===== src/rtl/wb_pkg.sv =====
// Shared types and constants for the Wishbone data-memory master.
package wb_pkg;

    localparam int unsigned WB_AW    = 32;
    localparam int unsigned WB_DW    = 32;
    localparam int unsigned WB_SELW  = 4;
    localparam int unsigned TO_CNT_W = 8;

    localparam logic [WB_DW-1:0] ERR_DATA_DEFAULT = 32'h0000_0000;

    typedef enum logic {
        ST_IDLE = 1'b0,
        ST_BUS  = 1'b1
    } state_e;

    // Request payload held on the Wishbone outputs for the whole cycle.
    typedef struct packed {
        logic [WB_AW-1:0]   adr;
        logic [WB_DW-1:0]   dat;
        logic [WB_SELW-1:0] sel;
        logic               we;
    } wb_req_t;

endpackage : wb_pkg


===== src/rtl/wb_timeout_cnt.sv =====
// Bus-cycle watchdog: counts unanswered cycles, flags terminal count TIMEOUT-1.
module wb_timeout_cnt
    import wb_pkg::*;
#(
    parameter int unsigned W       = TO_CNT_W,
    parameter int unsigned TIMEOUT = 255
) (
    input  logic clk,
    input  logic clr_i,
    input  logic en_i,
    output logic tc_o
);

    logic [W-1:0] cnt_q;
    logic [W-1:0] cnt_d;

    always_comb begin
        cnt_d = cnt_q;
        if (clr_i) begin
            cnt_d = '0;
        end else if (en_i) begin
            cnt_d = cnt_q + W'(1);
        end
    end

    always_ff @(posedge clk) begin
        cnt_q <= cnt_d;
    end

    assign tc_o = (cnt_q == W'(TIMEOUT - 1));

endmodule : wb_timeout_cnt


===== src/rtl/wb_dmem_master.sv =====
// Wishbone classic master turning one MEM-stage load/store into one bus cycle,
// stalling the pipeline until ack, error or timeout.
module wb_dmem_master
    import wb_pkg::*;
#(
    parameter int unsigned      TIMEOUT  = 255,
    parameter logic [WB_DW-1:0] ERR_DATA = ERR_DATA_DEFAULT
) (
    input  logic               clk,
    input  logic               clr,
    input  logic [WB_AW-1:0]   dmem_addr,
    input  logic [WB_DW-1:0]   dmem_wdata,
    input  logic [WB_SELW-1:0] dmem_be,
    input  logic               dmem_rd,
    input  logic               dmem_wr,
    output logic [WB_DW-1:0]   dmem_rdata,
    output logic               pause,
    output logic               bus_err,
    output logic               wb_cyc_o,
    output logic               wb_stb_o,
    output logic               wb_we_o,
    output logic [WB_AW-1:0]   wb_adr_o,
    output logic [WB_SELW-1:0] wb_sel_o,
    output logic [WB_DW-1:0]   wb_dat_o,
    input  logic [WB_DW-1:0]   wb_dat_i,
    input  logic               wb_ack_i,
    input  logic               wb_err_i
);

    state_e           state_q, state_d;
    wb_req_t          req_q, req_d;
    logic             cyc_q, cyc_d;
    logic             stb_q, stb_d;
    logic             bus_err_q, bus_err_d;
    logic [WB_DW-1:0] rdata_q, rdata_d;

    logic             req;
    logic             in_bus;
    logic             tc;
    logic             term;
    logic             is_err;
    logic [WB_DW-1:0] term_data;
    logic             unused_addr_lsb;

    assign req    = dmem_rd | dmem_wr;
    assign in_bus = (state_q == ST_BUS);

    // Byte offset is dropped; the slave sees word addresses plus lane selects.
    assign unused_addr_lsb = ^dmem_addr[1:0];

    wb_timeout_cnt #(
        .W       (TO_CNT_W),
        .TIMEOUT (TIMEOUT)
    ) u_timeout (
        .clk   (clk),
        .clr_i (clr | ~in_bus),
        .en_i  (in_bus & ~term),
        .tc_o  (tc)
    );

    // Error beats ack; an ack arriving on the timeout cycle still counts as success.
    always_comb begin
        term      = in_bus & (wb_ack_i | wb_err_i | tc);
        is_err    = in_bus & (wb_err_i | (tc & ~wb_ack_i));
        term_data = is_err ? ERR_DATA : wb_dat_i;
        pause     = in_bus ? ~term : req;
        dmem_rdata = term ? term_data : rdata_q;
    end

    always_comb begin
        state_d   = state_q;
        req_d     = req_q;
        cyc_d     = cyc_q;
        stb_d     = stb_q;
        rdata_d   = rdata_q;
        bus_err_d = 1'b0;
        case (state_q)
            ST_IDLE: begin
                if (req) begin
                    req_d.adr = {dmem_addr[WB_AW-1:2], 2'b00};
                    req_d.dat = dmem_wdata;
                    req_d.we  = dmem_wr;
                    req_d.sel = dmem_wr ? dmem_be : 4'hF;
                    cyc_d     = 1'b1;
                    stb_d     = 1'b1;
                    state_d   = ST_BUS;
                end
            end
            ST_BUS: begin
                if (term) begin
                    cyc_d     = 1'b0;
                    stb_d     = 1'b0;
                    rdata_d   = term_data;
                    bus_err_d = is_err;
                    state_d   = ST_IDLE;
                end
            end
            default: state_d = ST_IDLE;
        endcase
    end

    always_ff @(posedge clk) begin
        if (clr) begin
            state_q   <= ST_IDLE;
            req_q     <= '0;
            cyc_q     <= 1'b0;
            stb_q     <= 1'b0;
            bus_err_q <= 1'b0;
            rdata_q   <= '0;
        end else begin
            state_q   <= state_d;
            req_q     <= req_d;
            cyc_q     <= cyc_d;
            stb_q     <= stb_d;
            bus_err_q <= bus_err_d;
            rdata_q   <= rdata_d;
        end
    end

    assign wb_cyc_o = cyc_q;
    assign wb_stb_o = stb_q;
    assign wb_we_o  = req_q.we;
    assign wb_adr_o = req_q.adr;
    assign wb_sel_o = req_q.sel;
    assign wb_dat_o = req_q.dat;
    assign bus_err  = bus_err_q;

endmodule : wb_dmem_master


===== config.mk =====
export PLATFORM = sky130hd
export DESIGN_NAME = wb_dmem_master
export DESIGN_NICKNAME = d
export VERILOG_FILES = /design/src/rtl/wb_pkg.sv /design/src/rtl/wb_timeout_cnt.sv /design/src/rtl/wb_dmem_master.sv
export SDC_FILE = /design/constraint.sdc
export NUM_CORES = 1
export LEC_CHECK = 0
export ABC_AREA = 1
export BUFFER_PORTS_ARGS = -buffer_cell sky130_fd_sc_hd__buf_2
export CAP_MARGIN = 20
export CELL_PAD_IN_SITES_DETAIL_PLACEMENT = 0
export CELL_PAD_IN_SITES_GLOBAL_PLACEMENT = 1
export CORE_MARGIN = 2
export CORE_UTILIZATION = 30
export DETAILED_ROUTE_END_ITERATION = 10
export GPL_ROUTABILITY_DRIVEN = 1
export PLACE_DENSITY = 0.77
export SYNTH_ARGS = -nofsm -noshare
export SYNTH_HDL_FRONTEND = slang
export SYNTH_SLANG_ARGS = --single-unit

===== constraint.sdc =====
create_clock -name clk -period 1.46 [get_ports clk]
set_input_delay 0.146 -clock clk [delete_from_list [all_inputs] [get_ports clk]]
set_output_delay 0.146 -clock clk [all_outputs]
set_load 0.01 [all_outputs]

# ---- After elaboration in Yosys (flattened, before gate mapping)
# Cells that the tools add are included.
dict set report op_classes {
  n_addsub 1
  eq_ne 3
  muxes 10
  bitwise_logic 12
  n_reduce_logical 3
}
# op n
set op_table {}
lappend op_table {{2-to-1 mux 32 bit} 2}
lappend op_table {{adder 8 x 1 -> 8 bit (second input constant)} 1}
lappend op_table {{equality test 8 bit (second input constant)} 1}
lappend op_table {{2-to-1 mux 1 bit} 5}
lappend op_table {{bitwise OR 1 bit} 5}
lappend op_table {{bitwise AND 1 bit} 4}
lappend op_table {{2-to-1 mux 4 bit} 1}
lappend op_table {{case mux 1 bit (2 select lines)} 2}
lappend op_table {{AND reduction 2 bit} 2}
lappend op_table {{inverter 1 bit} 3}
lappend op_table {{OR reduction 3 bit} 1}
lappend op_table {{!= test 2 x 1 -> 1 bit (second input constant)} 1}
lappend op_table {{!= test 2 bit (second input constant)} 1}
dict set report totals {
  regBits 110
  input_bits 106
  word_cells 38
}

# ---- Longest topological paths before layout
# Gate-level depths: netlist (run 1).
dict set report logic_depth {
  word_depth 6
  mapped_depth 10
  ltp_nobuf 9
}

# ---- By module
# A second synthesis (run 1) with hierarchy kept.
dict set report hier_totals {
  hier_cells 643
  area_unflattened_um2 4500.6
}
# module instances cells_per_inst area_each_um2 seq_area_each_um2
set by_module_without_submodules {}
lappend by_module_without_submodules {wb_dmem_master 1 588 4119.0 2042.0}
lappend by_module_without_submodules {wb_timeout_cnt 1 55 381.6 160.2}

# ---- Worst setup path before layout (run 1)
# OpenSTA, ideal clock, no wires.
dict set report synth_timing {
  path_kind {flip-flop to output port}
  startpoint {register u_timeout.cnt_q[0]}
  endpoint {output dmem_rdata[0]}
  arrival_ns 1.269
  required_ns 1.314
  slack_ns 0.045
  stages_incl_launch_ff 11
  path_buffers 1
  path_cell_list {dfxtp_1 -> inv_1 -> ha_1 -> inv_1 -> nor2_1 -> nand2_4 -> nand2_8 -> nand2_8 -> buf_12 -> nand2_4 -> nand2_1}
}
dict set report synth_via {
  elab_chain_len 6
  elab_cells_between_ends 8
  cone_classes {1 x eq/ne; 2 x mux; 5 x bitwise}
}
# item line_no
set synth_lines {}
lappend synth_lines {{from (decl)} wb_timeout_cnt.sv:14} ;# logic [W-1:0] cnt_q;
lappend synth_lines {{from (signal assigned)} wb_timeout_cnt.sv:27} ;# cnt_q <= cnt_d;
lappend synth_lines {{equality test 8 bit (*)} wb_timeout_cnt.sv:30} ;# assign tc_o = (cnt_q == W'(TIMEOUT - 1));
lappend synth_lines {{bitwise AND 1 bit} wb_dmem_master.sv:64} ;# is_err = in_bus & (wb_err_i | (tc & ~wb_ack_i));
lappend synth_lines {{bitwise OR 1 bit} wb_dmem_master.sv:64}
lappend synth_lines {{bitwise AND 1 bit} wb_dmem_master.sv:64}
lappend synth_lines {{2-to-1 mux 32 bit} wb_dmem_master.sv:65} ;# term_data = is_err ? ERR_DATA : wb_dat_i;
lappend synth_lines {{2-to-1 mux 32 bit (*)} -}
lappend synth_lines {{to (decl)} wb_dmem_master.sv:16} ;# output logic [WB_DW-1:0] dmem_rdata,
# Mark *: on every way between the ends. The rest lies on a longest branch, timed or not.

# ---- Worst setup path after layout (run 1)
dict set report layout_timing {
  startpoint {register u_timeout.cnt_q[0]}
  endpoint {output dmem_rdata[5]}
}
# The elaborated chain is that of the path after synthesis.

==> impl_results.md, run 1 <==
* Final setup viols at 33
* Worst-case clock buffer depth at 2
* Initial DRT Pass Iterations at 4
* Netlist cell types at 31
* Most common cell after layout, fill and taps aside: buf_2
* PwrDens at 1030 nW/um^2
* DP HPWL at ~8900 microns
* Main combinational cell family by area after synthesis: simple AND/OR/NAND/NOR gates
* CP max stage cell: dfxtp_2
* Setup CP Type: register to output pin
* Num rows at between 40 and 50
* Startpoint Class: register
* Arr. time, crit path at roughly 1.6 ns
* DRT Wirelength at 12700 microns
* Post-Synth Adder-Cell Area at 0.00533
* Die width at between 100 and 150 microns
* Starting Density at 0.307
* Register area share after synthesis at 0.469
* Register Area at roughly 2200 sq um
* Final Cycle Share at 1.22
* Worst hold path class: input pin to register
* Largest net degree at the start of global routing at 68
* # port buffers at roughly 210
* Hold_buf cts at 0
* # fillers at 1573
* Core area at about 15000 sq um
* All-Layer GR Usage at 0.149
* DP Cell Count at about 980
* Hold Vio Cnt, Final at 0
* Drt initial violations at 170
* #FFs+latches synth at between 100 and 150
* First-pass GRT wire length at about 20000 microns
* I/O Pins at 211
* Crit path cell chain: inv_2, ha_4, inv_2, nor2_4, nand2_4, nand2_8, nand2_8, buf_12, nand2_4, nand2_2, buf_6
* Layout Cells excl Fill at between 1000 and 1500
* Max cap viols at 0
* Unrepaired setup endpoints after global routing: yes
* CTS buffer count at 9
* Placed Instance Area at about 6300 sq um
* Die Area at roughly 17000 sq um
* Simple-gate portion of the synthesized area at 0.308
* Remaining antenna violation count at 0
* DRC at 0
* Number of global-route vias before repair at between 4000 and 5000
* WP data required at around 1.3 ns
* Ant. Diodes at 0
* Failing checks: setup timing
* CP Capture Type: output pin
* CP Max Fanout at 7
* P_leak at 3.31 nW
* TritonCTS clock tree: done
* Clk sinks at between 100 and 150
* Layout Nets at 900
* WL/cell at 12.6 microns
* Period minus WS final at ~1.8 ns
* Status: complete, but fails checks
* Netlist Area Pre-Place at roughly 4700 sq um
* Slew Limit Fails at 0
* Clk Latency, worst-skew pair at 0.35 ns
* Final setup margin at -0.318 ns
* Layout cell share with drive strength beyond 1 at 0.482
* Syn Area/Cell at approximately 8.4 sq um
* Initial antenna violation count at 0
* YS warnings at 0
* CTS root buf: clkbuf_16
* Maximum VDD drop at about 0.6 mV
* Critical path's largest stage delay at roughly 0.33 ns
* Clock Skew at between 0.008 and 0.009 ns
* Xor/xnor share of the synthesized area at 0.00560
* Post-synthesis mux area share at 0
* Die span in y at approximately 130 microns
* # H-tree levels at 3
* Synth Area in Compound Gates at 0.147
* Syn-to-layout area delta at 46.6%
* Syn Inst Count at ~560
* Vias at approximately 4400
* Maximum operating frequency at between 500 and 600 MHz
* Multi-input gate area at between 2000 and 2500 sq um
* Final global-route overflow total at 0
* Clock-pin slew on the worst setup and hold paths at 0.08 ns
* Global placement routability congestion at 0.726
* Finished Cell Area at 6880 sq um
* Commonest non-fill, non-tap cells in the layout: buf_2 (185), nor2_1 (137), dfxtp_1 (107), o21ai_0 (61)
* Vias/cell at between 4 and 5
routing by layer:
metal	vias to the layer above	track usage	share of wire
met2	164	0.231	0.43
li1	2288	-	-
met3	16	0.0528	0.090
met4	0	0.0601	0.019
met1	1961	0.190	0.46
met5	-	0	0
cell usage after synthesis:
master,instances,share of area
a21oi_1,13,0.014
a21oi_2,30,0.056
buf_1,2,0.0016
buf_12,3,0.013
buf_2,12,0.013
buf_4,6,0.0096
buf_6,1,0.0024
clkbuf_1,17,0.014
clkbuf_2,1,0.0011
conb_1,1,0.00080
dfxtp_1,110,0.47
ha_1,2,0.0053
inv_1,9,0.0072
inv_2,3,0.0024
nand2_1,47,0.038
nand2_2,15,0.020
nand2_4,31,0.074
nand2_8,2,0.0085
nand3_1,3,0.0032
nand3_2,1,0.0021
nand3b_1,2,0.0032
nand4_1,32,0.043
nor2_1,138,0.11
nor2_2,1,0.0013
nor2_4,2,0.0048
o21a_1,1,0.0016
o21ai_0,61,0.065
o21ai_1,8,0.0085
o21ai_2,1,0.0019
xnor2_1,2,0.0037
xor2_1,1,0.0019
final timing paths:
kind | end | start | slack (ns) | cells after the start
setup / recovery | dmem_rdata[5] | u_timeout.cnt_q[0]$_SDFFE_PP0P_ | -0.32 | 11
hold / removal | wb_dat_o[14]$_SDFFE_PP0P_ | dmem_wdata[14] | 0.03 | 3
setup reg to reg | rdata_q[8]$_SDFFE_PP0P_ | u_timeout.cnt_q[0]$_SDFFE_PP0P_ | 0.04 | 11
hold reg to reg | rdata_q[30]$_SDFFE_PP0P_ | rdata_q[30]$_SDFFE_PP0P_ | 0.47 | 2
timing repair:
item / 4_1_cts / 5_1_grt
resized for setup: 29 / 28
pin swaps: 8 / 11
endpoints found under the setup margin: 58 / 58
buffers inserted: 12 / 7
per-stage QoR:
stage | setup TNS (ns) | hold WS (ns) | worst slack, ns | utilization | power [W]
4_1_cts | -11.00 | 0.00962 | -0.359 | 0.443 | 0.00721
3_3_place_gp | -2.43 | 0.381 | -0.0859 | 0.411 | 0.00464
6_report | -9.73 | 0.0272 | -0.318 | 0.451 | 0.00711
3_5_place_dp | -2.93 | 0.389 | -0.0888 | 0.411 | 0.00465
2_1_floorplan | 0 | 0.270 | 0.0448 | - | 0.00408
5_1_grt | -13.52 | 0.0262 | -0.434 | 0.451 | 0.00750
critical path, delay by kind of cell (launching register included):
| kind | cells | cell delay, ns |
|---|---|---|
| DFF | 1 | 0.33 |
| and+or+nand+nor | 6 | 0.43 |
| adders and majority gates | 1 | 0.12 |
| buffers and inverters | 4 | 0.40 |
area by class of cell:
cell class	instances	area share
inverters	12	0.00655
flip-flops and latches	110	0.321
well taps	211	0.0384
clock inverters	6	0.0100
repair buffers	264	0.260
multi-input cells	395	0.331
clock buffers	9	0.0328
logic make-up after synthesis:
| family | count (synthesis) |
|---|---|
| AND/OR/NAND/NOR | 274 |
| XOR/XNOR | 3 |
| other | 1 |
| AO/OA/AOI/OAI | 114 |
| flip-flops | 110 |
| adder cells (fa/ha/maj) | 2 |
| buffers and inverters | 54 |
registers in the layout (all words and copies together), names as in the netlist:
name and count:
wb_we_o 1, in_bus 1, wb_adr_o 30, wb_sel_o 4, rdata_q 32, wb_stb_o 1
wb_dat_o 32, bus_err 1, u_timeout.cnt_q 8
power breakdown:
group	switching [W]	internal, W
combinational	0.000730	0.000586
sequential	0.000104	0.00321
clock	0.00115	0.00134
No activity file was read; power rests on OpenSTA's default activity.
==> inputs of run 2 (changes only) <==
--- a/config.mk
+++ b/config.mk
@@ -15,6 +15,7 @@
 export DETAILED_ROUTE_END_ITERATION = 10
 export GPL_ROUTABILITY_DRIVEN = 1
 export PLACE_DENSITY = 0.77
+export RECOVER_POWER = 25
 export SYNTH_ARGS = -nofsm -noshare
 export SYNTH_HDL_FRONTEND = slang
 export SYNTH_SLANG_ARGS = --single-unit
==> run 2 against run 1 <==
Net effect: the run still ends with setup timing left; register-to-register slack is essentially flat; fmax hardly changed; sequential share of layout area rose by 0.24 points.
==> impl_results.md, run 2 (synthesized netlist as in run 1, its figures left out) <==
* Status: complete, but fails checks
* Failing checks: setup timing
* Final Util at 0.447
* Hold Vio Cnt, Final at 0
* Die width at about 130 microns
* Die span in y at around 130 microns
* Worst-case clock buffer depth at 2
* R2R Path Start: u_timeout.cnt_q[0]$_SDFFE_PP0P_
* DP HPWL at just under 9000 microns
* Worst hold margin at between 0.02 and 0.03 ns
* Largest net degree at the start of global routing at a little under 70
* Clock-pin slew on the worst setup and hold paths at approximately 0.080 ns
* Maximum operating frequency at about 560 MHz
* Final global-route overflow total at 0
* CP Max Fanout at 7
* CP top delay family: simple AND/OR/NAND/NOR gates
* WL/cell at 12.7 microns
* Layout cell share with drive strength beyond 1 at 0.431
* Remaining antenna violation count at 0
* Crit path cell chain: inv_2, ha_4, inv_2, nor2_4, nand2_4, nand2_8, nand2_8, buf_12, nand2_4, nand2_2, buf_6
* Clock Skew at between 0.009 and 0.01 ns
* WP data required at approximately 1.3 ns
* Vias/cell at about 4.4
* Starting Density at 0.307
* Period minus WS final at ~1.8 ns
* Die Area at between 15000 and 20000 sq um
* DRT Wirelength at 12800 microns
* CP bufs+invs at 4
* CTS root buf: clkbuf_16
* Drt initial violations at roughly 170
* Worst-case register-to-register setup slack at ~0.04 ns
* Worst reg2reg endpoint: rdata_q[8]$_SDFFE_PP0P_
* CTS buffer count at 9
* Clk Latency, worst-skew pair at approximately 0.35 ns
* WP depth at 11
* Finished Cell Area at 6830 sq um
* Ant. Diodes at 0
* Setup CP Type: register to output pin
* Worst hold path class: input pin to register
* DP Cell Count at between 900 and 1000
* I/O Pins at about 210
* Layout Nets at 900
* Vias at roughly 4400
* Core area at 15300 sq um
* # port buffers at around 210
* Initial antenna violation count at 0
* Clk sinks at 110
* Layout Cells excl Fill at between 1000 and 1500
* Fin Setup TNS at -9.72 ns
* Startpoint Class: register
* Crit path to: dmem_rdata[5]
* Critical path's largest stage delay at roughly 0.33 ns
* Most common cell after layout, fill and taps aside: buf_2
* Worst-case reg-to-reg path depth at 11
* Final setup viols at 33
* Commonest non-fill, non-tap cells in the layout: buf_2 (144), nor2_1 (137), dfxtp_1 (107), o21ai_0 (61), clkbuf_1 (41)
* Placed Instance Area at about 6300 sq um
* Crit path launch: u_timeout.cnt_q[0]$_SDFFE_PP0P_
* Slew Limit Fails at 0
* Arr. time, crit path at about 1.6 ns
* CP max stage cell: dfxtp_2
* Initial DRT Pass Iterations at 4
* All-Layer GR Usage at 0.149
* Final setup margin at -0.317 ns
* DRC at 0
* Max cap viols at 0
* # H-tree levels at 3
* P_leak at between 3 and 4 nW
* CP Capture Type: output pin
* Maximum VDD drop at approximately 0.6 mV
* Num rows at 45
* First-pass GRT wire length at roughly 20000 microns
* PwrDens at 1040 nW/um^2
* Final Cycle Share at 1.22
* Syn-to-layout area delta at 45.5%
* Unrepaired setup endpoints after global routing: yes
* Global placement routability congestion at between 0.7 and 0.8
* # fillers at approximately 1600
* Number of global-route vias before repair at roughly 4000
* TritonCTS clock tree: done
run 2: layout make-up:
| type | count | area (sq um) | share of cell area |
|---|---|---|---|
| multi-input cells | 395 | 2280 | 0.334 |
| clock inverters | 6 | 68.8 | 0.0101 |
| well taps | 211 | 264 | 0.0387 |
| inverters | 12 | 45.0 | 0.00660 |
| clock buffers | 9 | 225 | 0.0330 |
| flip-flops and latches | 110 | 2210 | 0.323 |
| repair buffers | 264 | 1740 | 0.255 |
run 2: timing repair:
action,4_1_cts,5_1_grt
buffers inserted,12,7
setup endpoints to repair,58,58
pin swaps,8,11
resized for setup,29,28
hold buffers,0,0
run 2: worst min-delay path by stage:
| stage | startpoint | end | cells after the start |
|---|---|---|---|
| floorplan | wb_err_i | bus_err$_SDFF_PP0_ | 1 |
| global placement | dmem_wdata[14] | wb_dat_o[14]$_SDFFE_PP0P_ | 3 |
| detailed placement | dmem_wdata[14] | wb_dat_o[14]$_SDFFE_PP0P_ | 3 |
| CTS | dmem_wdata[14] | wb_dat_o[14]$_SDFFE_PP0P_ | 3 |
| global route | dmem_wdata[14] | wb_dat_o[14]$_SDFFE_PP0P_ | 3 |
| finish | dmem_wdata[14] | wb_dat_o[14]$_SDFFE_PP0P_ | 3 |
run 2: worst register-to-register path, cell delays in order, from the launching register on:
cell     delay [ns]
dfxtp_2        0.34
inv_2          0.05
ha_4           0.15
inv_2          0.06
nor2_4         0.04
nand2_4        0.08
nand2_8        0.06
nand2_8        0.11
buf_12         0.17
nand2_4        0.06
buf_6          0.11
a21oi_2        0.14
run 2: through the flow:
stage	setup WS [ns]	total power (W)
floorplan	0.0448	0.00408
CTS	-0.359	0.00721
detailed placement	-0.0888	0.00465
finish	-0.317	0.00709
global placement	-0.0859	0.00464
global route	-0.434	0.00747
run 2: report_power, final:
group          leakage [nW]  switching (W)  internal, W
Combinational          2.11       0.000731     0.000557
Sequential            0.907       0.000108      0.00321
Clock                 0.143        0.00115      0.00134
run 2: routing by layer:
metal	track usage	share of wire
met4	0.0601	0.019
met2	0.231	0.43
met5	0	0
met3	0.0528	0.090
met1	0.190	0.46
